### config.mk
export PLATFORM = sky130hd
export DESIGN_NAME = mul32_seq_accum
export DESIGN_NICKNAME = d
export VERILOG_FILES = /design/src/rtl/mul32_seq_accum.sv
export SDC_FILE = /design/constraint.sdc
export NUM_CORES = 1
export LEC_CHECK = 0
export BUFFER_PORTS_ARGS = -buffer_cell sky130_fd_sc_hd__buf_2
export CORE_UTILIZATION = 55
export CTS_BUF_LIST = sky130_fd_sc_hd__clkbuf_8 sky130_fd_sc_hd__clkbuf_16
export CTS_CLUSTER_SIZE = 30
export DETAILED_ROUTE_END_ITERATION = 7
export PLACE_DENSITY = 0.77
export SLEW_MARGIN = 30
export SYNTH_ARGS = -nofsm -noshare
export SYNTH_HDL_FRONTEND = slang
export SYNTH_SLANG_ARGS = --single-unit
### constraint.sdc
create_clock -name clk -period 8.61 [get_ports clk]
set_clock_uncertainty 0.2 [all_clocks]
set_input_delay 2.1525 -clock clk [delete_from_list [all_inputs] [get_ports clk]]
set_output_delay 2.1525 -clock clk [all_outputs]
set_load 0.01 [all_outputs]
### src/rtl/mul32_seq_accum.sv
// Sequential 32x32 unsigned multiplier built from one 16x16 partial product per cycle.
// Define MUL_HIGH_WORD_EN for the full 64-bit product; otherwise only the low 32 bits are kept.
module mul32_seq_accum (
    input  logic        clk,
    input  logic        rst,
    input  logic        in_valid,
    output logic        in_ready,
    input  logic [31:0] a,
    input  logic [31:0] b,
    output logic        out_valid,
    input  logic        out_ready,
    output logic [63:0] y,
    output logic        busy
);

    // Handshakes: a transfer happens on a rising edge where valid and ready are both 1;
    // valid never depends on ready, and in_ready/out_valid come straight from registers.
`ifdef MUL_HIGH_WORD_EN
    localparam int ACC_W = 64;
    typedef enum logic [2:0] {IDLE, PP0, PP1, PP2, PP3, DONE} state_t;
`else
    localparam int ACC_W = 32;
    typedef enum logic [2:0] {IDLE, PP0, PP1, PP2, DONE} state_t;
`endif

    state_t             state;
    logic [31:0]        a_q;
    logic [31:0]        b_q;
    logic [ACC_W-1:0]   acc;
    logic [15:0]        pp_a;
    logic [15:0]        pp_b;
    logic [5:0]         shamt;
    logic [31:0]        pp;
    logic [ACC_W-1:0]   pp_w;
    logic [ACC_W-1:0]   acc_next;
    logic [63:0]        acc_next_ext;

    // Select the half-words and weight for the partial product of the current state.
    always_comb begin
        pp_a  = a_q[15:0];
        pp_b  = b_q[15:0];
        shamt = 6'd0;
        case (state)
            PP1: begin
                pp_a  = a_q[31:16];
                shamt = 6'd16;
            end
            PP2: begin
                pp_b  = b_q[31:16];
                shamt = 6'd16;
            end
`ifdef MUL_HIGH_WORD_EN
            PP3: begin
                pp_a  = a_q[31:16];
                pp_b  = b_q[31:16];
                shamt = 6'd32;
            end
`endif
            default: ;
        endcase
    end

    // Bits shifted past the accumulator width are dropped, which gives mod 2^32 in the narrow build.
    assign pp           = pp_a * pp_b;
    assign pp_w         = ACC_W'(pp);
    assign acc_next     = acc + (pp_w << shamt);
    assign acc_next_ext = 64'(acc_next);

    always_ff @(posedge clk) begin
        if (rst) begin
            state     <= IDLE;
            in_ready  <= 1'b1;
            busy      <= 1'b0;
            out_valid <= 1'b0;
            y         <= '0;
            acc       <= '0;
            a_q       <= '0;
            b_q       <= '0;
        end else begin
            case (state)
                IDLE: begin
                    if (in_valid) begin
                        a_q      <= a;
                        b_q      <= b;
                        acc      <= '0;
                        state    <= PP0;
                        in_ready <= 1'b0;
                        busy     <= 1'b1;
                    end
                end
                PP0: begin
                    acc   <= acc_next;
                    state <= PP1;
                end
                PP1: begin
                    acc   <= acc_next;
                    state <= PP2;
                end
`ifdef MUL_HIGH_WORD_EN
                PP2: begin
                    acc   <= acc_next;
                    state <= PP3;
                end
                PP3: begin
                    acc       <= acc_next;
                    y         <= acc_next_ext;
                    out_valid <= 1'b1;
                    state     <= DONE;
                end
`else
                PP2: begin
                    acc       <= acc_next;
                    y         <= acc_next_ext;
                    out_valid <= 1'b1;
                    state     <= DONE;
                end
`endif
                DONE: begin
                    if (out_ready) begin
                        out_valid <= 1'b0;
                        in_ready  <= 1'b1;
                        busy      <= 1'b0;
                        state     <= IDLE;
                    end
                end
                default: begin
                    out_valid <= 1'b0;
                    in_ready  <= 1'b1;
                    busy      <= 1'b0;
                    state     <= IDLE;
                end
            endcase
        end
    end

endmodule

Word level (Yosys, flattened, before mapping). Cells that the tools add are included.

Register bits: 134. Output and inout bits: 67. Logic and storage cells: 44.

Add/sub/neg operators: 1. $mul: 1. Eq/ne operators: 6. Shift operators: 1. Muxes and demuxes: 15. Bitwise gates (word level): 2. Reductions and logical operators: 10.

Operators by type and width (number): $pmux 32 s2 (1); $add 32x32->32 (1); $mul 16x16->32 (1); $mux 16 (2); $mux 32 (1); $shl 32x6->32 (1); $pmux 3 s5 (1); $pmux 1 s3 (3); $reduce_and 2->1 (4); $eq 3x2->1 const B (2); $mux 3 (2); $reduce_or 3->1 (2); $mux 5 (1); $mux 1 (4); $ne 2x2->1 const B (2); $eq 3x1->1 const B (1); $eq 3x3->1 const B (1); $logic_not 3->1 (1); $reduce_and 3->1 (1); $not 1->1 (2); $reduce_bool 2->1 (1); $reduce_or 2->1 (1).

Depth between registers and ports, before layout. Gate-level depths: netlist of the first run.

Word-level depth: 6. Depth in mapped cells: 40. Depth with buffers taken out: 36.

Worst setup path after synthesis of the first run. Ideal clock, no wire load.

Kind: reg2reg. Start point: register state[1]. End point: register acc[30]. Setup time: 0.122 ns. Arrival: 9.100 ns. Slack: -0.811 ns. Cell stages (with the launch flop): 37. Path buffers: 4. Period minus slack after synthesis: 9.421 ns. Path through: dfxtp_1 -> buf_1 -> nor3b_1 -> buf_2 -> buf_2 -> mux2i_1 -> nor2_1 -> fa_1 -> inv_1 -> fa_1 -> inv_1 -> fa_1 -> fa_1 -> fa_1 -> inv_1 -> fa_1 -> inv_1 -> ha_1 -> clkbuf_1 -> o21ai_0 -> a22oi_1 -> a21boi_0 -> a21o_1 -> a221o_1 -> a21oi_1 -> xor2_1 -> o21ai_0 -> ha_1 -> and3_1 -> and2_0 -> a221o_1 -> a41oi_1 -> o21ai_1 -> a221o_1 -> a31oi_4 -> a2111oi_0 -> a221o_1.

Word-level cells in the longest chain between the ends: 6. Elaborated cells on any way between the ends: 16.

Ends and longest elaborated chain: from (decl) (RTL line 26) `state_t state;`; from (signal assigned) (RTL line 71) `state <= IDLE;`; from (signal assigned) (RTL line 86) `state <= PP0;`; from (signal assigned) (RTL line 93) `state <= PP1;`; $eq 3x2->1 (RTL line 43, 80); $mux 16 or $reduce_or 2->1 (tied branches); $mul 16x16->32 or $mux 5 (tied branches) (RTL line 64, 43); $shl 32x6->32 (RTL line 66) `assign acc_next = acc + (pp_w << shamt);`; $add 32x32->32 (RTL line 66); $pmux 32 s2 (RTL line 80) `case (state)`; to (signal assigned) (RTL line 92) `acc <= acc_next;`; to (signal assigned) (RTL line 96) `acc <= acc_next;`; to (signal assigned) (RTL line 112) `acc <= acc_next;`; to (decl) (RTL line 29) `logic [ACC_W-1:0] acc;`.

Parallel ways exist; a longest one is shown, timed or not. A chain may end at the register's enable or synchronous reset.

Worst setup path after layout of the first run.
Start point: register state[2]. End point: register acc[30].

The elaborated chain is that of the path after synthesis.

==> flow_summary.json, run 1 <==
{
  "coreArea_mm2": 0.0279,
  "tightest_slew_ns": 0.895,
  "ys_async_sr_fraction_pct": 0,
  "power.leakage_nw": 9.39,
  "ys_warn_count": 0,
  "setup_ws_ns": -0.142,
  "netlist.area_leader.share_pct": 25.0,
  "crit_family": "adder cells",
  "insertedDiodeCount": 0,
  "antenna_found_initial": 0,
  "clk_root_buffer_cell": "clkbuf_16",
  "crit_buf_inv": 6,
  "synthMuxAreaShare_pct": 3.54,
  "port_buffers": 102,
  "ys_types": 62,
  "crit_required_ns": 8.74,
  "synth_area_mm2": 0.0156,
  "yosys.area_share.simple_pct": 18.3,
  "die_w_um": 170,
  "fin_util_pct": 70.5,
  "p_per_area_mw_per_mm2": 130,
  "rsz0062_at_grt": "yes",
  "final.min_clock_period_ns": 8.75,
  "synth_top_family_by_area": "adder cells",
  "grt_util_all_layers_pct": 33.1,
  "crit_path_start_kind": "register",
  "r2r_slack_ns": -0.14,
  "h-tree-depth": 4,
  "hpwlAfterDp_um": 36600,
  "synth_area_leaders": "fa_1, dfxtp_1, ha_1, nand2_1, inv_1",
  "finalNetCount": 2621,
  "synth_edf_count": 0,
  "ir_drop_uv": 126,
  "cp_common_cell": "fa_1",
  "cp_slowest_cell": "fa_2",
  "grt_pass1_vias": 14300,
  "setup_viol": 6,
  "critPathCaptureType": "register",
  "cts_sinks": 134,
  "nFillCells": 2154,
  "critPathMaxFanout": 8,
  "detail-route-antenna-nets": 0,
  "drt_iter0_drc": 1022,
  "finalCritPeriodShare_pct": 102,
  "violations": "setup timing",
  "drc": 0,
  "start_util_pct": 56.0,
  "synth_compound_area_share_pct": 12.9,
  "hold_viol": 0,
  "yosys-top-cells-count": "nand2_1, inv_1, nor2_1",
  "first_pass_iters": 5,
  "rr_endpoint": "acc[30]$_SDFFE_PP0P_",
  "cts.reportedPaths.clkPinSlew_ns": 0.07,
  "ys_seq_area_share_pct": 17.2,
  "synth.most_common_cell": "nand2_1",
  "cpPeakStageDelay_ns": 0.58,
  "status": "finished with violations",
  "ioPinCount": 135,
  "ys.flop_type": "dfxtp_1",
  "synth_adder_area_share_pct": 35.9,
  "dieHeight_um": 170,
  "row_count": 61,
  "hold_path_depth": 2,
  "yosysTopAreaCell": "fa_1",
  "maxCapViolCount": 0,
  "r2r-start": "state[2]$_SDFFE_PP0P_",
  "synth-seq-cells": 134,
  "fp.dieArea_mm2": 0.0290,
  "whs_endpoint": "y[0]$_SDFFE_PP0P_",
  "grt_pass1_wl_um": 73800,
  "flow.area_growth_from_synthesis_pct": 25.9,
  "routedWlPerCell_um": 17.9,
  "rr_worst_depth": 34,
  "fin_tns_setup_ns": -0.440,
  "overflow": 0,
  "hold_buffers": 0,
  "relSlewSlack_pct": 40.2,
  "vias_per_cell": 5.49,
  "final_max_slew_viol_count": 0,
  "syn_inst": 1935,
  "num_vias": 14400,
  "avgSynthCellArea_um2": 8.06,
  "critPathKind": "register to register",
  "worst_hold_startpoint": "y[0]$_SDFFE_PP0P_",
  "critPathArrivalTime_ns": 8.89,
  "grt_max_degree": 78,
  "cts_buffer_depth": 2,
  "gp_congestion": 1.01,
  "place_ws_ns": -0.298,
  "cts_made_buffers": 17,
  "synth-xor-area-share_pct": 2.70,
  "clk_latency_ns": 0.44,
  "max_freq_mhz": 114,
  "drive_above_1_share_pct": 24.4,
  "wirelength_um": 46800,
  "tritoncts": "yes",
  "hold_class": "register to register"
}
==> cells in the final DEF, fill, tap and decap left out, types with 13 or more instances in the layout <==
| master | n |
|---|---|
| dfxtp_1 | 131 |
| nor2_1 | 188 |
| nand2_1 | 372 |
| fa_1 | 185 |
| nand2_2 | 13 |
| buf_2 | 101 |
| mux2i_1 | 16 |
| ha_1 | 123 |
| a21o_1 | 26 |
| a22oi_1 | 17 |
| xnor2_1 | 22 |
| buf_4 | 217 |
| a21oi_2 | 14 |
| o21ai_0 | 26 |
| clkbuf_16 | 17 |
| xor2_1 | 20 |
| nand3_1 | 13 |
| mux2i_4 | 16 |
| inv_1 | 238 |
| conb_1 | 32 |
| o21ai_1 | 15 |
| nand2b_1 | 13 |
| a21oi_1 | 124 |
==> kinds of logic (layout without fill, tap and decap cells) <==
kind of cell,Yosys count,in the layout
simple gates,693,693
buf+inv,354,622
fa+ha+maj,331,331
compound gates,321,321
flops,134,134
mux,53,53
xor+xnor,48,48
other cells,1,32
==> per-layer routing <==
layer	routed length, um	GRT usage, %	up-vias
met5	0	0	-
met4	2200	15.6	0
met3	2880	5.14	124
met2	22600	56.2	541
met1	19100	41.3	6945
li1	-	-	6741
==> worst min-delay path, delay by kind of cell, from the launching register on <==
| family | cells | cell delay, ns |
|---|---|---|
| AO/OA/AOI/OAI | 1 | 0.05 |
| flip-flops | 1 | 0.30 |
| AND/OR/NAND/NOR | 1 | 0.05 |
==> per-stage QoR <==
step	instance area (um^2)	cells	hold slack [ns]	power, mW
finish	19600	2612	0.250	2.56
global route	19600	2612	0.276	2.69
global placement	18000	2535	0.239	1.68
CTS	19000	2588	0.253	2.48
detailed placement	18000	2535	0.245	1.69
floorplan	16100	1966	0.232	1.31
==> report_power, final <==
part | internal, mW | switching, mW | total [mW]
sequential | 0.662 | 0.0391 | 0.701
combinational | 0.480 | 0.634 | 1.11
clock | 0.447 | 0.298 | 0.745
total | 1.59 | 0.970 | 2.56
==> flip-flops by register name, summed over array words and instances, names as in the netlist <==
signal and flops:
b_q 32, y 32, acc 32, busy 1
out_valid 1, a_q 32, state 3, in_ready 1
==> worst max-delay path by stage <==
stage / start / end / slack (ns) / cells after the start
floorplan: state[0]$_SDFFE_PP0P_ / acc[30]$_SDFFE_PP0P_ / 0.006 / 36
global placement: state[0]$_SDFFE_PP0P_ / acc[30]$_SDFFE_PP0P_ / -0.13 / 32
detailed placement: state[0]$_SDFFE_PP0P_ / acc[30]$_SDFFE_PP0P_ / -0.30 / 34
CTS: state[2]$_SDFFE_PP0P_ / acc[30]$_SDFFE_PP0P_ / -0.03 / 33
global route: state[2]$_SDFFE_PP0P_ / y[30]$_SDFFE_PP0P_ / -0.49 / 34
finish: state[2]$_SDFFE_PP0P_ / acc[30]$_SDFFE_PP0P_ / -0.14 / 34
==> timing repair <==
action	4_1_cts	5_1_grt
gates resized for setup	44	115
buffers inserted	20	31
pin swaps	15	78
hold endpoints to repair	0	0
endpoints found under the setup margin	14	25
gates cloned	2	0
==> layout make-up <==
class / instances / area, um^2 / share of cell area (%)
multi-input combinational: 1478 / 12400 / 63.2
sequential: 134 / 2690 / 13.7
timing repair buffer: 343 / 2530 / 12.9
inverter: 248 / 931 / 4.74
tap: 378 / 473 / 2.41
clock buffer: 20 / 467 / 2.38
clock inverter: 11 / 124 / 0.631
(Power assumes the default switching activity.)
==> inputs of run 2 (changes only) <==
--- a/config.mk
+++ b/config.mk
@@ -5,6 +5,7 @@
 export SDC_FILE = /design/constraint.sdc
 export NUM_CORES = 1
 export LEC_CHECK = 0
+export ABC_AREA = 1
 export BUFFER_PORTS_ARGS = -buffer_cell sky130_fd_sc_hd__buf_2
 export CORE_UTILIZATION = 55
 export CTS_BUF_LIST = sky130_fd_sc_hd__clkbuf_8 sky130_fd_sc_hd__clkbuf_16
==> run 2 against run 1 <==
The run now ends clean; power grew 130%; register-to-register slack better by 0.46 ns; clock power up 4.4%; largest power group unchanged; non-clock buffer count is 178 lower; sequential share of layout area up 1.3 points; first-iteration DRC count fell by 9.2%; cell area decreased by 8.8%; highest routed layer unchanged; setup slack better by 0.46 ns; maximum frequency grew 5.6%; core utilization is 8.1 points lower; routed wire length fell by 2.7%; global-route usage decreased by 2.2 points.
==> flow_summary.json, run 2 <==
{
  "finalCritPeriodShare_pct": 96.3,
  "hold_slack_ns": 0.254,
  "gp_congestion": 1.01,
  "cts.reportedPaths.clkPinSlew_ns": 0.08,
  "drive_above_1_share_pct": 14.4,
  "rsz0062_at_grt": "yes",
  "port_buffers": 102,
  "cp_slowest_cell": "fa_1",
  "critPathKind": "register to register",
  "coreArea_mm2": 0.0287,
  "critPathCaptureType": "register",
  "ys_warn_count": 0,
  "yosys-top-cells-count": "nand2_1, inv_1, nor2_1",
  "routedWlPerCell_um": 17.0,
  "synth.most_common_cell": "nand2_1",
  "layout_commonest_cell": "nand2_1",
  "grt_max_degree": 93,
  "cp_common_cell": "nand2_1",
  "critPathMaxFanout": 11,
  "row_count": 62,
  "multiInputGateArea_mm2": 0.0116,
  "drt_iter0_drc": 928,
  "crit_required_ns": 8.75,
  "ir_drop_uv": 283,
  "top_layer": "met4",
  "max_freq_mhz": 121,
  "met2WireLength_um": 22200,
  "layout_common_cells": "nand2_1, inv_1, nor2_1, fa_1, ha_1",
  "synth_top_family_by_area": "adder cells",
  "first_pass_iters": 6,
  "wl_met1_um": 18700,
  "maxCapViolCount": 0,
  "tightest_slew_ns": 0.819,
  "route.met3.wl_um": 2690,
  "relSlewSlack_pct": 45.4,
  "synthMuxAreaShare_pct": 0.124,
  "status": "completed",
  "flow.area_growth_from_synthesis_pct": 11.3,
  "dieHeight_um": 173,
  "syn_inst": 2161,
  "yosysTopAreaCell": "fa_1",
  "tritoncts": "yes",
  "hpwlAfterDp_um": 35600,
  "grt_pass1_wl_um": 73700,
  "avgSynthCellArea_um2": 7.44,
  "drc": 0,
  "cts_made_buffers": 17,
  "power.leakage_nw": 9.15,
  "hold_viol": 0,
  "final_max_slew_viol_count": 0,
  "crit_buf_inv": 9,
  "hold_class": "register to register",
  "detail-route-antenna-nets": 0,
  "nFillCells": 2637,
  "critPathArrivalTime_ns": 8.43,
  "synth-xor-area-share_pct": 2.12,
  "synth_compound_area_share_pct": 12.0,
  "wirelength_um": 45500,
  "clk_latency_ns": 0.44,
  "crit_path_start_kind": "register",
  "crit_family": "adder cells",
  "start_util_pct": 56.0,
  "cts_buffer_depth": 2,
  "netlist.area_leader.share_pct": 24.3,
  "p_per_area_mw_per_mm2": 327,
  "ys_seq_area_share_pct": 16.7,
  "synth_area_mm2": 0.0161,
  "synth_edf_count": 0,
  "ioPinCount": 135,
  "fin_tns_setup_ns": 0,
  "die_w_um": 173,
  "fp.dieArea_mm2": 0.0299,
  "h-tree-depth": 4,
  "vias_per_cell": 5.33,
  "clk_root_buffer_cell": "clkbuf_16",
  "ys_types": 54,
  "yosys.area_share.simple_pct": 21.2,
  "finalNetCount": 2674,
  "cts_sinks": 134,
  "ys_async_sr_fraction_pct": 0,
  "grt_util_all_layers_pct": 30.9,
  "grt_pass1_vias": 14400,
  "synth_area_leaders": "fa_1, dfxtp_1, ha_1, nand2_1, inv_1",
  "setup_viol": 0,
  "seqCellArea_mm2": 0.00269,
  "hold_buffers": 0,
  "cpPeakStageDelay_ns": 0.59,
  "ys.flop_type": "dfxtp_1",
  "num_vias": 14200,
  "overflow": 0,
  "antenna_found_initial": 0,
  "insertedDiodeCount": 0,
  "synth-seq-cells": 134,
  "final.min_clock_period_ns": 8.29,
  "synth_adder_area_share_pct": 34.8
}
[run 2: report_power, final]
group          switching, mW  total, mW  leakage (nW)  internal [mW]
logic                   2.80       4.28          7.76           1.48
registers             0.0574      0.790          1.10          0.733
clock network          0.342      0.778         0.283          0.436
total                   3.20       5.85          9.15           2.65
[run 2: kinds of logic after synthesis]
| logic type | after synthesis |
|---|---|
| buffers and inverters | 503 |
| xor gates and xnor gates | 39 |
| AOI/OAI and AO/OA | 331 |
| other | 1 |
| and+or+nand+nor | 820 |
| muxes | 2 |
| DFF | 134 |
| adders and majority gates | 331 |
[run 2: timing repair]
action                                  4_1_cts  5_1_grt
gates resized for setup                       1       55
cloned                                        0        3
endpoints found under the setup margin        2       31
pin swaps                                     0        2
buffers inserted                              0       10
[run 2: path summary, 6_finish.rpt]
kind	from	endpoint	slack, ns	cells past startpoint
setup reg to reg	state[1]$_SDFFE_PP0P_	y[24]$_SDFFE_PP0P_	0.32	40
hold reg to reg	a_q[28]$_SDFFE_PP0P_	a_q[28]$_SDFFE_PP0P_	0.25	2
hold / removal	a_q[28]$_SDFFE_PP0P_	a_q[28]$_SDFFE_PP0P_	0.25	2
setup / recovery	state[1]$_SDFFE_PP0P_	y[24]$_SDFFE_PP0P_	0.32	40
[run 2: worst register-to-register path: cells and delay by family, from the launching register on]
kind | cells | cell delay (ns)
AO/OA/AOI/OAI | 5 | 0.81
adder cells (fa/ha/maj) | 8 | 3.74
buffers and inverters | 9 | 0.87
flip-flops | 1 | 0.37
AND/OR/NAND/NOR | 18 | 2.22
[run 2: area by class of cell]
type                    instances  area share, %
repair buffers                165           5.74
clock inverters                15          0.944
multi-input cells            1556           64.7
clock buffers                  17           2.38
flip-flops and latches        134           15.0
well taps                     384           2.68
inverters                     401           8.51
[run 2: stage by stage]
step           setup WS [ns]  util (%)  power, mW  cells  cell area [um^2]
2_1_floorplan           1.12         -       3.68   2192             16200
5_1_grt              -0.0260      62.4       6.35   2672             17900
6_report               0.321      62.4       5.85   2672             17900
4_1_cts               0.0140      61.4       5.72   2659             17600
3_3_place_gp           0.157      59.3       4.85   2627             17000
3_5_place_dp         -0.0211      59.3       4.88   2627             17000
[run 2: layer usage]
layer	vias up	track usage [%]
li1	6819	-
met1	6793	39.3
met2	500	53.5
met3	128	4.00
met4	0	12.1
met5	-	0
